File: src/rtl/sfifo_param.sv
// Single-clock parametrised FIFO with occupancy count, AF/AE thresholds,
// sticky overflow/underflow flags and selectable FWFT or registered read port.
module sfifo_param #(
  parameter int unsigned DATA_W   = 32,
  parameter int unsigned DEPTH    = 8,
  parameter int unsigned AF_LEVEL = DEPTH - 1,
  parameter int unsigned AE_LEVEL = 1,
  parameter bit          FWFT     = 1'b1
) (
  input  logic                       clk,
  input  logic                       rst,
  input  logic [DATA_W-1:0]          wdata,
  input  logic                       push,
  output logic                       full,
  output logic                       almost_full,
  input  logic                       pop,
  output logic [DATA_W-1:0]          rdata,
  output logic                       rvalid,
  output logic                       empty,
  output logic                       almost_empty,
  output logic [$clog2(DEPTH):0]     count,
  input  logic                       clr_err,
  output logic                       overflow,
  output logic                       underflow
);
  localparam int unsigned AW = $clog2(DEPTH);
  localparam int unsigned CW = AW + 1;

  logic [DATA_W-1:0] mem_q [DEPTH];
  logic [AW-1:0]     wptr_q, wptr_d;
  logic [AW-1:0]     rptr_q, rptr_d;
  logic [CW-1:0]     count_q, count_d;
  logic              ovf_q, ovf_d;
  logic              udf_q, udf_d;
  logic              push_ok, pop_ok;

  assign full         = (count_q == CW'(DEPTH));
  assign empty        = (count_q == '0);
  assign almost_full  = (count_q >= CW'(AF_LEVEL));
  assign almost_empty = (count_q <= CW'(AE_LEVEL));
  assign count        = count_q;
  assign overflow     = ovf_q;
  assign underflow    = udf_q;

  // No pass-through when full, no bypass when empty: acceptance uses registered state only.
  assign push_ok = push && !full;
  assign pop_ok  = pop && !empty;

  always_comb begin
    wptr_d  = wptr_q;
    rptr_d  = rptr_q;
    count_d = count_q;
    if (push_ok) wptr_d = wptr_q + AW'(1);
    if (pop_ok)  rptr_d = rptr_q + AW'(1);
    if (push_ok && !pop_ok)      count_d = count_q + CW'(1);
    else if (pop_ok && !push_ok) count_d = count_q - CW'(1);
  end

  // A new error in the same cycle as clr_err wins and keeps its flag set.
  always_comb begin
    ovf_d = ovf_q;
    udf_d = udf_q;
    if (clr_err) begin
      ovf_d = 1'b0;
      udf_d = 1'b0;
    end
    if (push && full)  ovf_d = 1'b1;
    if (pop && empty)  udf_d = 1'b1;
  end

  always_ff @(posedge clk) begin
    if (rst) begin
      wptr_q  <= '0;
      rptr_q  <= '0;
      count_q <= '0;
      ovf_q   <= 1'b0;
      udf_q   <= 1'b0;
    end else begin
      wptr_q  <= wptr_d;
      rptr_q  <= rptr_d;
      count_q <= count_d;
      ovf_q   <= ovf_d;
      udf_q   <= udf_d;
    end
  end

  always_ff @(posedge clk) begin
    if (!rst && push_ok) mem_q[wptr_q] <= wdata;
  end

  generate
    if (FWFT) begin : g_fwft
      assign rvalid = !empty;
      assign rdata  = empty ? '0 : mem_q[rptr_q];
    end else begin : g_reg
      logic [DATA_W-1:0] rdata_q;
      logic              rvalid_q;
      always_ff @(posedge clk) begin
        if (rst) begin
          rdata_q  <= '0;
          rvalid_q <= 1'b0;
        end else begin
          rvalid_q <= pop_ok;
          if (pop_ok) rdata_q <= mem_q[rptr_q];
        end
      end
      assign rvalid = rvalid_q;
      assign rdata  = rdata_q;
    end
  endgenerate
endmodule

File: config.mk
export PLATFORM = sky130hd
export DESIGN_NAME = sfifo_param
export DESIGN_NICKNAME = d
export VERILOG_FILES = /design/src/rtl/sfifo_param.sv
export SDC_FILE = /design/constraint.sdc
export NUM_CORES = 1
export LEC_CHECK = 0
export CAP_MARGIN = 20
export CORE_MARGIN = 3
export CORE_UTILIZATION = 50
export DETAILED_ROUTE_END_ITERATION = 10
export GPL_ROUTABILITY_DRIVEN = 0
export PLACE_DENSITY_LB_ADDON = 0.25
export RECOVER_POWER = 50
export SYNTH_ARGS = -nofsm -noshare
export SYNTH_HDL_FRONTEND = slang
export SYNTH_SLANG_ARGS = --single-unit
File: constraint.sdc
create_clock -name clk -period 7 [get_ports clk]
set_input_delay 1.4 -clock clk [delete_from_list [all_inputs] [get_ports clk]]
set_output_delay 1.4 -clock clk [all_outputs]
set_load 0.005 [all_outputs]
# == Yosys cells after proc, flatten, opt, wreduce, memory -nomap -nowiden ==
# Memories as Yosys holds them, arrays and structs flattened. A register that Yosys moved wholly into a read port is not among the register bits.
# Index checks and enable logic that the tools add are counted.
# word_totals
register_bits,12
latch_bits,0
mem_bits_rw,256
romBits,0
inputBits,37
output_inout_bits,43
word_cells,39
memories,1
# op_classes
add_sub_neg,4
mul,0
div,0
magnitude_cmp,2
eq_ne,1
shift,0
muxes,10
bitwise_logic,0
n_reduce_logical,16
# mem_list
memory,words,word_bits,read_ports,rd_ports_with_merged_regs,write_ports,line_no,text
mem_q,8,32,1,1,1,29,logic [DATA_W-1:0] mem_q [DEPTH];
# ops
cell,n
$mux W32,1
$mux W4,2
$logic_and A1 B1 Y1,7
$add A3 B1 Y3 const B,2
$mux W3,2
$reduce_bool A2 Y1,3
$logic_not A1 Y1,5
$mux W1,5
$add A4 B1 Y4 const B,1
$eq A4 B4 Y1 const B,1
$ge A4 B3 Y1 const B,1
$le A4 B1 Y1 const B,1
$logic_not A4 Y1,1
$sub A4 B1 Y4 const B,1

# == Depth between registers and ports, before layout ==
# depth
depth_word,7
mapped_depth,9
depth_no_buf,9

# == Worst setup path before layout ==
# Ideal clock, no wire load.
# synth_path
kind,input -> register
startpoint,in rst
endpoint,"mem mem_q[0][0], enable pin"
setup_time_ps,513
arrival_time_ps,5100
required_ps,6487
setup_slack_ps,1387
path_stages,3
n_path_buf,1
cell_sequence,clkbuf_1 -> nor2_1 -> nor4b_1
# synth_between
elab_chain_cells,4
# synth_lines
element,line_no,text
"start, declared",11,"input logic rst,"
$logic_not A1 Y1,88,if (!rst && push_ok) mem_q[wptr_q] <= wdata;
$logic_and A1 B1 Y1,88,
$mux W1,88,
$mux W1 (implied by the code),88,
"end, declared",29,
# Every way passes these cells.

# == Final worst setup path ==
# layout_path
startpoint,reg count_q[0] (netlist: count[0])
endpoint,out rdata[0]
# layout_between
elab_chain_cells,2
# layout_lines
element,line_no,text
"start, declared",32,"logic [CW-1:0] count_q, count_d;"
"start signal, assigned",81,count_q <= count_d;
$logic_not A4 Y1,38,assign empty = (count_q == '0);
$mux W32,94,assign rdata = empty ? '0 : mem_q[rptr_q];
"end, declared",17,"output logic [DATA_W-1:0] rdata,"
# Every way passes these cells.

==> metrics.log <==
[metrics] Setup TNS Final: 0 ns
[metrics] via count of the first global-routing pass: between 5000 and 6000
[metrics] number of max-cap violations: 0
[metrics] Initial DRC Count: between 300 and 400
[metrics] clock network power share: between 30% and 40%
[metrics] Final setup violation count: 0
[metrics] Final Net Count: between 600 and 700
[metrics] number of flops mapped to enable cells by yosys: about 260
[metrics] total global-route track usage: 17.8%
[metrics] max-slew violation count: 0
[metrics] cell area after layout: 12300 µm²
[metrics] initial standard-cell utilization of the core: between 50% and 60%
[metrics] relative contribution of combinational cells to total power: 24.8%
[metrics] Tightest Pin Transition: between 1 and 1.5 ns
[metrics] top post-synthesis cells by area: sky130_fd_sc_hd__edfxtp_1 (75%), sky130_fd_sc_hd__mux4_2 (14%), sky130_fd_sc_hd__dfxtp_1 (2.9%), sky130_fd_sc_hd__a22o_1 (2.7%), sky130_fd_sc_hd__ha_1 (0.73%)
[metrics] FF+latch count, synth: 271
[metrics] Flop pwr share: 44.3%
[metrics] Post-Syn Area: a little over 10000 µm²
[metrics] Yosys top cell area share: between 70% and 80%
[metrics] Cell Count Post-Placement: 800
[metrics] total number of vias: between 4000 and 5000
[metrics] net count after synthesis: 509
[metrics] switching power: 1.06 mW
[metrics] residual DRC count: 0
[metrics] Relative slew margins: 28.8%
[metrics] per-instance average area after synthesis: 22.1 µm²
[metrics] global-route met2 utilization: 30.9%
[metrics] worst setup path startpoint: count[0]$_SDFFE_PP0P_
[metrics] Arr. time, crit path: around 3.3 ns
[metrics] Routed wire per std cell: 22.5 µm
[metrics] worst setup skew after layout: 0.00712 ns
[metrics] internal power consumption: 3.27 mW
[metrics] depth of the CTS H-tree: 1
[metrics] Chip Height: 150 µm
[metrics] WS Path Type: reg -> out
[metrics] library cell with the largest summed area after synthesis: sky130_fd_sc_hd__edfxtp_1
[metrics] Synthesis Warnings: 0
[metrics] Critical Path Fanout Max: 32
[metrics] number of cell rows: 51
[metrics] Final Worst Setup Slack: 2.26 ns
[metrics] unrepaired setup endpoints after global routing: false
[metrics] remaining antenna violation count: 0
[metrics] pin count of the biggest net entering global routing: 65
[metrics] Buffers on Ports: 79
[metrics] fill cell instance count of the final layout: 1359
[metrics] number of gates resized after CTS: 0
[metrics] smallest hold slack: 0.494 ns
[metrics] Critical Path Sink: rdata[0]
[metrics] buffer levels on the longest clock path: 3
[metrics] antenna violations before repair: 2
[metrics] worst setup slack after placement: 2.74 ns
[metrics] Die W: 150 µm
[metrics] commonest register cell after synthesis: sky130_fd_sc_hd__edfxtp_1
[metrics] Antenna Cells: 0
[metrics] CP required: 5.60 ns
[metrics] kind of end point of the critical path: output pin
[metrics] fraction of layout instances using a drive strength above 1: 21.6%
[metrics] Power Dens Cells: 352 nW/µm²
[metrics] root buffer selected by CTS: sky130_fd_sc_hd__clkbuf_16
[metrics] TritonCTS clock tree: yes
[metrics] global-route wire length before repair: just over 30 mm
[metrics] highest achievable clock rate: 0.211 GHz
[metrics] worst reg2reg startpoint: count[0]$_SDFFE_PP0P_
[metrics] Core Box Area: 19800 µm²
[metrics] Pre-Repair DR Iteration Count: 7
[metrics] number of I/O pins: 80
[metrics] Leak Pwr: slightly below 4 nW
[metrics] length in cells of the worst reg-to-reg path: 6
[metrics] R2R Path End: mem_q[7][22]$_DFFE_PP_
[metrics] area enclosed by the die boundary: 22400 µm²
[metrics] post-DP HPWL: about 11 mm
[metrics] share of synthesized area occupied by flip-flops and latches: 77.4%
[metrics] distinct cell type count of the synthesized netlist: 34
[metrics] GR Util met3: between 2 and 3%
[metrics] type of element launching the critical path: flip-flop
[metrics] global routing's busiest layer: met2
[metrics] setup repair bufs after CTS: 0
[metrics] outcome: completed
[metrics] total of hold buffers inserted after clock tree synthesis: 0
[metrics] peak supply drop: 244 µV
[metrics] switching share of power: 24.6%
[metrics] count of clock tree sinks: 271
[metrics] number of failing hold endpoints at the final stage: 0
[metrics] total cell area at the placement stage: roughly 11000 µm²
[metrics] number of instances in the synthesized netlist: 466
[metrics] setup slack of the most critical reg-to-reg path: 4.01 ns
[metrics] time the final worst path needs with I/O delays and setup: approximately 4.7 ns
[metrics] Period Utilization, post-route: 67.8%
[metrics] Post-Layout Cell Count: 847
[metrics] Routed Wire Length: 19.1 mm
[metrics] total congestion overflow: 0
[metrics] clock insertion delay at the later pin of the skew report: around 0.51 ns
[metrics] post-synthesis to final-layout area growth: 19.1%
[metrics] type of the worst min-delay path: reg -> reg
[metrics] per-cell via count in the routed design: 5.77
[metrics] async set-or-reset flop fraction in the synthesized netlist: 0%
[metrics] GR Layer Usage met1: 24.2%
[metrics] clock buffer count from CTS: 26
[metrics] clock edge transition at the registers on the reported setup and hold paths: 0.06 ns
kinds of logic after synthesis:
group / count (synthesis) / share of synthesized area (%)
fa+ha+maj: 6 / 0.728
compound gates: 49 / 3.63
flops: 271 / 77.4
buf+inv: 31 / 1.61
simple gates: 39 / 2.04
mux: 68 / 14.4
xor+xnor: 2 / 0.170
through the flow:
| step | utilization (%) | total power [mW] |
|---|---|---|
| 2_1_floorplan | - | 2.54 |
| 3_3_place_gp | 57.7 | 3.03 |
| 3_5_place_dp | 57.8 | 3.05 |
| 4_1_cts | 62.0 | 4.39 |
| 5_1_grt | 61.9 | 4.53 |
| 6_report | 61.9 | 4.33 |
flip-flops by register name, indices dropped and copies added, names as in the netlist, named ones only:
signal     cells
rptr_q         3
overflow       1
count          4
wptr_q         3
mem_q        256
underflow      1
worst min-delay path by stage:
stage,from,to,slack [ns],cells after the start
4_1_cts,rptr_q[1]$_SDFFE_PP0P_,flip-flop,0.50,2
3_5_place_dp,rptr_q[1]$_SDFFE_PP0P_,flip-flop,0.49,2
3_3_place_gp,rptr_q[1]$_SDFFE_PP0P_,flip-flop,0.48,2
5_1_grt,rptr_q[1]$_SDFFE_PP0P_,flip-flop,0.52,2
2_1_floorplan,rptr_q[1]$_SDFFE_PP0P_,flip-flop,0.47,2
6_report,rptr_q[1]$_SDFFE_PP0P_,flip-flop,0.49,2
area by class of cell:
cell class              count  area [µm²]  share of cell area (%)
multi-input cells         164        2200                    17.9
clock buffers              38         777                    6.32
inverters                   7        26.3                   0.214
flip-flops and latches    271        7990                    65.0
clock inverters             9        63.8                   0.519
well taps                 265         332                    2.70
repair buffers             93         900                    7.32
power by group through the flow:
stage / clock network, mW / registers (mW) / logic, mW
finish: 1.34 / 1.92 / 1.07
global route: 1.43 / 1.93 / 1.17
CTS: 1.37 / 1.92 / 1.10
detailed placement: 0 / 1.95 / 1.09
global placement: 0 / 1.95 / 1.08
floorplan: 0 / 1.90 / 0.645
routing by layer:
layer | vias to the layer above | part of all wire (%)
li1 | 2167 | -
met1 | 2551 | 42
met2 | 140 | 51
met3 | 27 | 4.9
met4 | 4 | 1.3
met5 | - | 0.14
cells in the final DEF, fill, tap and decap left out, drive strengths merged, types with 2 or more instances in the layout:
| cell | instances |
|---|---|
| clkdlybuf4s50 | 42 |
| nand3 | 4 |
| dfxtp | 15 |
| buf | 13 |
| clkbuf | 39 |
| mux2 | 2 |
| a21oi | 9 |
| o21ai | 5 |
| nor4 | 2 |
| nor2b | 4 |
| nand3b | 2 |
| nor2 | 11 |
| or3 | 3 |
| ha | 6 |
| mux2i | 2 |
| nand2 | 3 |
| edfxtp | 256 |
| mux4 | 64 |
| a22o | 32 |
| nor3 | 4 |
| clkinv | 8 |
| dlygate4sd3 | 37 |
| inv | 7 |
Yosys cell counts, types with 2 or more instances:
cell,count
sky130_fd_sc_hd__a21oi_1,9
sky130_fd_sc_hd__a22o_1,32
sky130_fd_sc_hd__buf_2,10
sky130_fd_sc_hd__buf_6,5
sky130_fd_sc_hd__clkbuf_1,8
sky130_fd_sc_hd__dfxtp_1,15
sky130_fd_sc_hd__edfxtp_1,256
sky130_fd_sc_hd__ha_1,6
sky130_fd_sc_hd__inv_1,6
sky130_fd_sc_hd__mux2_2,2
sky130_fd_sc_hd__mux2i_1,2
sky130_fd_sc_hd__mux4_2,64
sky130_fd_sc_hd__nand2_1,3
sky130_fd_sc_hd__nand3_1,4
sky130_fd_sc_hd__nand3b_1,2
sky130_fd_sc_hd__nor2_1,11
sky130_fd_sc_hd__nor2b_1,4
sky130_fd_sc_hd__nor3_1,4
sky130_fd_sc_hd__nor4_1,2
sky130_fd_sc_hd__o21ai_0,5
sky130_fd_sc_hd__or3_1,3
worst max-delay path, cell delays in order, from the launching register on:
cell	delay, ns
sky130_fd_sc_hd__dfxtp_1	0.47
sky130_fd_sc_hd__inv_1	0.08
sky130_fd_sc_hd__ha_1	0.24
sky130_fd_sc_hd__or3b_1	0.29
sky130_fd_sc_hd__inv_2	0.10
sky130_fd_sc_hd__nor2_4	0.81
sky130_fd_sc_hd__a22o_1	0.32
sky130_fd_sc_hd__clkdlybuf4s50_1	0.53
No activity file was read; power rests on OpenSTA's default activity.
